**src/rtl/pipe_ctrl_pkg.sv**
```systemverilog
// rtl/pipe_ctrl_pkg.sv - shared FSM encoding, defaults and hazard helper for pipe_ctrl
package pipe_ctrl_pkg;

  typedef enum logic [1:0] {
    ST_RUN       = 2'd0,
    ST_LD_BUBBLE = 2'd1,
    ST_MC_WAIT   = 2'd2
  } state_t;

  localparam int MC_TIMEOUT_DEF = 64;

  // A load whose rd (non-x0) feeds either source of the decode instruction.
  function automatic logic lu_hazard(
    input logic       is_load,
    input logic       reg_wen,
    input logic [4:0] rd,
    input logic [4:0] rs1,
    input logic [4:0] rs2
  );
    return is_load && reg_wen && (rd != 5'd0) && ((rd == rs1) || (rd == rs2));
  endfunction

endpackage

```
**src/rtl/pipe_ctrl_perf.sv**
```systemverilog
// rtl/pipe_ctrl_perf.sv - wrapping event counters for pipe_ctrl (PIPE_CTRL_PERF_EN builds)
module pipe_ctrl_perf #(
  parameter int CNT_W = 32
) (
  input  logic             clk,
  input  logic             rst,
  input  logic             stall_ev,
  input  logic             bubble_ev,
  input  logic             flush_ev,
  input  logic             timeout_ev,
  output logic [CNT_W-1:0] stall_cnt,
  output logic [CNT_W-1:0] bubble_cnt,
  output logic [CNT_W-1:0] flush_cnt,
  output logic [CNT_W-1:0] timeout_cnt
);

  always_ff @(posedge clk) begin
    if (rst) begin
      stall_cnt   <= '0;
      bubble_cnt  <= '0;
      flush_cnt   <= '0;
      timeout_cnt <= '0;
    end else begin
      if (stall_ev)   stall_cnt   <= stall_cnt + 1'b1;
      if (bubble_ev)  bubble_cnt  <= bubble_cnt + 1'b1;
      if (flush_ev)   flush_cnt   <= flush_cnt + 1'b1;
      if (timeout_ev) timeout_cnt <= timeout_cnt + 1'b1;
    end
  end

endmodule

```
**src/rtl/pipe_ctrl.sv**
```systemverilog
// rtl/pipe_ctrl.sv - stall/flush/redirect controller for the 5-stage RV32I pipeline
// Optional perf counters and ports are built when PIPE_CTRL_PERF_EN is defined.
module pipe_ctrl
  import pipe_ctrl_pkg::*;
#(
  parameter int MC_TIMEOUT = MC_TIMEOUT_DEF,
  parameter int CNT_W      = 32
) (
  input  logic        clk,
  input  logic        rst,
  input  logic [4:0]  id_rs1_addr_i,
  input  logic [4:0]  id_rs2_addr_i,
  input  logic [4:0]  ex_rd_addr_i,
  input  logic        ex_reg_wen_i,
  input  logic        ex_is_load_i,
  input  logic        ex_jump_en_i,
  input  logic [31:0] ex_jump_addr_i,
  input  logic        ex_mc_start_i,
  input  logic        ex_mc_done_i,
  output logic        jump_en_o,
  output logic [31:0] jump_addr_o,
  output logic        stall_pc_o,
  output logic        stall_if_id_o,
  output logic        stall_id_ex_o,
  output logic        flush_if_id_o,
  output logic        flush_id_ex_o,
  output logic        mc_timeout_o,
`ifdef PIPE_CTRL_PERF_EN
  output logic [CNT_W-1:0] perf_stall_o,
  output logic [CNT_W-1:0] perf_bubble_o,
  output logic [CNT_W-1:0] perf_flush_o,
  output logic [CNT_W-1:0] perf_timeout_o,
`endif
  output logic        err_o
);

  if (MC_TIMEOUT < 2 || MC_TIMEOUT > 65535 || CNT_W < 1) begin : g_bad_param
    $error("pipe_ctrl: MC_TIMEOUT must be 2..65535 and CNT_W >= 1");
  end

  localparam logic [15:0] MC_LAST = 16'(MC_TIMEOUT - 1);

  state_t      state, state_nxt;
  logic [15:0] mc_cnt;
  logic        err_q;
  logic        lu;

  assign lu = lu_hazard(ex_is_load_i, ex_reg_wen_i, ex_rd_addr_i, id_rs1_addr_i, id_rs2_addr_i);

  always_comb begin
    state_nxt     = state;
    jump_en_o     = 1'b0;
    jump_addr_o   = 32'd0;
    stall_pc_o    = 1'b0;
    stall_if_id_o = 1'b0;
    stall_id_ex_o = 1'b0;
    flush_if_id_o = 1'b0;
    flush_id_ex_o = 1'b0;
    mc_timeout_o  = 1'b0;
    case (state)
      ST_RUN, ST_LD_BUBBLE: begin
        state_nxt = ST_RUN;
        if (ex_jump_en_i) begin
          jump_en_o     = 1'b1;
          jump_addr_o   = ex_jump_addr_i;
          flush_if_id_o = 1'b1;
          flush_id_ex_o = 1'b1;
        end else if (ex_mc_start_i) begin
          stall_pc_o    = 1'b1;
          stall_if_id_o = 1'b1;
          stall_id_ex_o = 1'b1;
          state_nxt     = ST_MC_WAIT;
        end else if (lu && state == ST_RUN) begin
          // LU is masked in LD_BUBBLE so one load costs exactly one bubble.
          stall_pc_o    = 1'b1;
          stall_if_id_o = 1'b1;
          flush_id_ex_o = 1'b1;
          state_nxt     = ST_LD_BUBBLE;
        end
      end
      ST_MC_WAIT: begin
        if (ex_mc_done_i) begin
          state_nxt = ST_RUN;
        end else if (mc_cnt == MC_LAST) begin
          mc_timeout_o  = 1'b1;
          flush_id_ex_o = 1'b1;
          state_nxt     = ST_RUN;
        end else begin
          stall_pc_o    = 1'b1;
          stall_if_id_o = 1'b1;
          stall_id_ex_o = 1'b1;
        end
      end
      default: state_nxt = ST_RUN;
    endcase
    // Outputs read as zero for the whole reset cycle, whatever the inputs do.
    if (rst) begin
      jump_en_o     = 1'b0;
      jump_addr_o   = 32'd0;
      stall_pc_o    = 1'b0;
      stall_if_id_o = 1'b0;
      stall_id_ex_o = 1'b0;
      flush_if_id_o = 1'b0;
      flush_id_ex_o = 1'b0;
      mc_timeout_o  = 1'b0;
    end
  end

  assign err_o = err_q & ~rst;

  always_ff @(posedge clk) begin
    if (rst) begin
      state  <= ST_RUN;
      mc_cnt <= 16'd0;
      err_q  <= 1'b0;
    end else begin
      state <= state_nxt;
      if (state != ST_MC_WAIT)  mc_cnt <= 16'd0;
      else if (mc_cnt != '1)    mc_cnt <= mc_cnt + 16'd1;
      if (mc_timeout_o)         err_q  <= 1'b1;
    end
  end

`ifdef PIPE_CTRL_PERF_EN
  pipe_ctrl_perf #(.CNT_W(CNT_W)) u_perf (
    .clk         (clk),
    .rst         (rst),
    .stall_ev    (stall_pc_o),
    .bubble_ev   (stall_pc_o & flush_id_ex_o),
    .flush_ev    (flush_if_id_o | flush_id_ex_o),
    .timeout_ev  (mc_timeout_o),
    .stall_cnt   (perf_stall_o),
    .bubble_cnt  (perf_bubble_o),
    .flush_cnt   (perf_flush_o),
    .timeout_cnt (perf_timeout_o)
  );
`endif

endmodule
```
**config.mk**
```make
export PLATFORM = sky130hd
export DESIGN_NAME = pipe_ctrl
export DESIGN_NICKNAME = d
export VERILOG_FILES = /design/src/rtl/pipe_ctrl_pkg.sv /design/src/rtl/pipe_ctrl_perf.sv /design/src/rtl/pipe_ctrl.sv
export SDC_FILE = /design/constraint.sdc
export NUM_CORES = 1
export LEC_CHECK = 0
export ABC_AREA = 0
export CAP_MARGIN = 30
export CORE_MARGIN = 2
export CORE_UTILIZATION = 35
export DETAILED_ROUTE_END_ITERATION = 16
export PLACE_DENSITY = 0.81
export SYNTH_ARGS = -nofsm -noshare
export SYNTH_HDL_FRONTEND = slang
export SYNTH_SLANG_ARGS = --single-unit
```
**constraint.sdc**
```tcl
create_clock -name clk -period 3.2 [get_ports clk]
set_clock_uncertainty 0.2 [all_clocks]
set_input_delay 0.32 -clock clk [delete_from_list [all_inputs] [get_ports clk]]
set_output_delay 0.32 -clock clk [all_outputs]
set_load 0.005 [all_outputs]
```
==> summary.md <==
| Metric | Value |
|---|---|
| DR DRC count | 0 |
| Commonest cells post-synth | and2_1 (32), dfxtp_1 (19), nor3_1 (11), xor2_1 (10), nor2_1 (9) |
| Die span in x | around 65 um |
| Final hold violation count | 0 |
| Count of state elements after synthesis | 19 |
| Vias in the first global route | around 1400 |
| YS warnings | 0 |
| Proportion of layout cells with a drive suffix above 1 | 3.462% |
| Final period utilization | 89.67% |
| Postcts setup bufs | 0 |
| Most frequent cell after synthesis | and2_1 |
| Final nets | 316 |
| Number of synthesized flops with an enable pin | 0 |
| Syn avg cell area | 7.765 um2 |
| Synth area leaders | dfxtp_1 (29%), and2_1 (15%), xor2_1 (6.6%) |
| First-pass GRT wire length | 6651 um |
| Worst Path Required | approximately 2.7 ns |
| Slew margin rel. | 64.17% |
| Power density cells | 240.1 nW/um2 |
| Crit path arrival time | 2.35 ns |
| Antenna Nets Post-Route | 0 |
| CP Class | register to output port |
| Initial Util | roughly 36% |
| Top FF cell, synth | dfxtp_1 |
| Worst-Margin Slew | 0.5331 ns |
| Die Y | 65.41 um |
| Post-CTS Hold Buffers | 0 |
| Final HPWL DP | 3639 um |
| # IOs | 94 |
| Port bufs | a little over 90 |
| Fin crit period | 2.870 ns |
| Yosys top cell area share | just under 30% |
| TritonCTS clock tree | built |
| Area leader, netlist | dfxtp_1 |
| Hold_ws | 0.3050 ns |
| Clock slew seen by the registers of the worst setup and hold paths | 0.07 ns |
| Num Clock Sinks | 19 |
| Netlist cell types | 36 |
| Number of antenna diodes | 0 |
| CTS root buffer | clkbuf_8 |
| Tot GR Track Use | between 10% and 20% |
| Post-cts repair resize count | 0 |
| Fillers | about 340 |
| First-pass DRT Iterations | 4 |
| Outcome | finished clean |
| Site Rows | 22 |
| RSZ-0062 raised after global routing | false |
| Post-DR wirelength/cell | 14.20 um |
| Post-Syn Instances | 170 |
| Worst setup EP type | output port |
| Max Clk Rate | 348.5 MHz |
| Clk_lat worst skew | around 0.25 ns |
| Post-Route WL | 4375 um |
| Mapped cell area | between 1000 and 1500 um2 |
| Post-synthesis sequential area ratio | 28.82% |
| CORE AREA | about 3600 um2 |
| Initial antenna violation count | 0 |
| Lkg Pwr | 0.8005 nW |
| Die ar. | about 4300 um2 |
| H-Tree Depth | 1 |
| Cts bufs inserted | 3 |
| Hold WC Path Type | register to register |
| DR iter-0 viols | between 50 and 60 |
| Post-synth ARST share | 0% |
| Critical Path Fanout Max | 5 |
| Routed via count | approximately 1600 |
| Remaining global-route overflow | 0 |
| Post-route setup TNS | 0 ns |
| Routability Congestion | 0.8019 |
| Largest net degree at the start of global routing | 36 |
| Clock tree buffer depth | 2 |
| Worst vdd ir | 0.0002365 V |
| Startpoint Class | register |
| Max-cap viol count | 0 |
| Syn nets | roughly 230 |
| # setup viols final | 0 |
| Synth-to-Final Area Change | 76.68% |
| Final Max Tran Viols | 0 |
| Vias/cell | 5.136 |
layer usage:
layer	share of wire [%]	global-route usage (%)	up-vias
met5	0	0	-
met4	0.96	5.469	0
met3	8.8	4.795	5
met2	48	34.31	65
met1	42	24.42	723
li1	-	-	789
critical path: stages (launching register included):
cell             delay [ns]
dfxtp_1                0.42
ha_1                   0.28
and4_1                 0.25
nand4_1                0.19
a22o_1                 0.30
o21bai_1               0.18
clkdlybuf4s50_1        0.48
report_power, final:
part,internal (W),switching (W)
clock,0.0000884,0.0000743
combinational,0.000111,0.0000460
sequential,0.000238,0.00000196
total,0.000438,0.000122
kinds of logic (layout without fill, tap and decap cells):
kind of cell | Yosys count | after routing | share of synthesized area [%]
and+or+nand+nor | 96 | 96 | 43.60
AOI/OAI and AO/OA | 29 | 29 | 13.74
DFF | 19 | 19 | 28.81
xor gates and xnor gates | 12 | 12 | 7.962
buffers and inverters | 12 | 102 | 4.170
adders and majority gates | 1 | 1 | 0.9477
muxes | 1 | 1 | 0.7583
cell type report:
cell class              count  area [um2]  area share [%]
flip-flops and latches     19       380.4           16.31
repair buffers             95       945.9           40.56
inverters                   3       11.26          0.4828
well taps                  48       60.06           2.575
clock buffers               4       45.04           1.931
multi-input cells         139       889.6           38.14
sequential cells by signal, indices dropped and copies added, names as in the netlist:
signal and flops:
err_q 1, mc_cnt 16, state 2
metrics by stage:
| stage | instance area [um2] | utilization, % | power (W) | instances | setup slack, ns |
|---|---|---|---|---|---|
| 2_1_floorplan | 1320 | - | 0.0002876 | 170 | 1.124 |
| 3_3_place_gp | 2287 | 62.95 | 0.0004013 | 304 | 0.4405 |
| 3_5_place_dp | 2287 | 62.95 | 0.0004033 | 304 | 0.4222 |
| 4_1_cts | 2332 | 64.19 | 0.0005667 | 308 | 0.3265 |
| 5_1_grt | 2332 | 64.19 | 0.0005856 | 308 | 0.1790 |
| 6_report | 2332 | 64.19 | 0.0005599 | 308 | 0.3305 |
final timing paths:
| path | to | from | cells past startpoint | slack (ns) |
|---|---|---|---|---|
| setup / recovery | stall_pc_o | mc_cnt[0]$_SDFFE_PP0P_ | 6 | 0.33 |
| hold / removal | mc_cnt[8]$_SDFFE_PP0P_ | mc_cnt[8]$_SDFFE_PP0P_ | 2 | 0.31 |
| setup reg to reg | mc_cnt[0]$_SDFFE_PP0P_ | mc_cnt[0]$_SDFFE_PP0P_ | 5 | 1.00 |
| hold reg to reg | mc_cnt[8]$_SDFFE_PP0P_ | mc_cnt[8]$_SDFFE_PP0P_ | 2 | 0.31 |
layout by cell type, fill, tap and decap left out, types with 4 or more instances in the layout:
| master | netlist | routed |
|---|---|---|
| nand2_1 | 8 | 8 |
| nor3_1 | 11 | 11 |
| nand3_1 | 4 | 4 |
| nor2_1 | 9 | 9 |
| a21oi_1 | 8 | 8 |
| xor2_1 | 10 | 10 |
| or4_1 | 4 | 4 |
| clkdlybuf4s50_1 | 0 | 93 |
| o31ai_1 | 4 | 4 |
| o21ai_0 | 7 | 7 |
| nor4_1 | 6 | 6 |
| and2_1 | 32 | 32 |
| a31oi_1 | 4 | 4 |
| dfxtp_1 | 19 | 19 |
No activity file was read; power rests on OpenSTA's default activity.
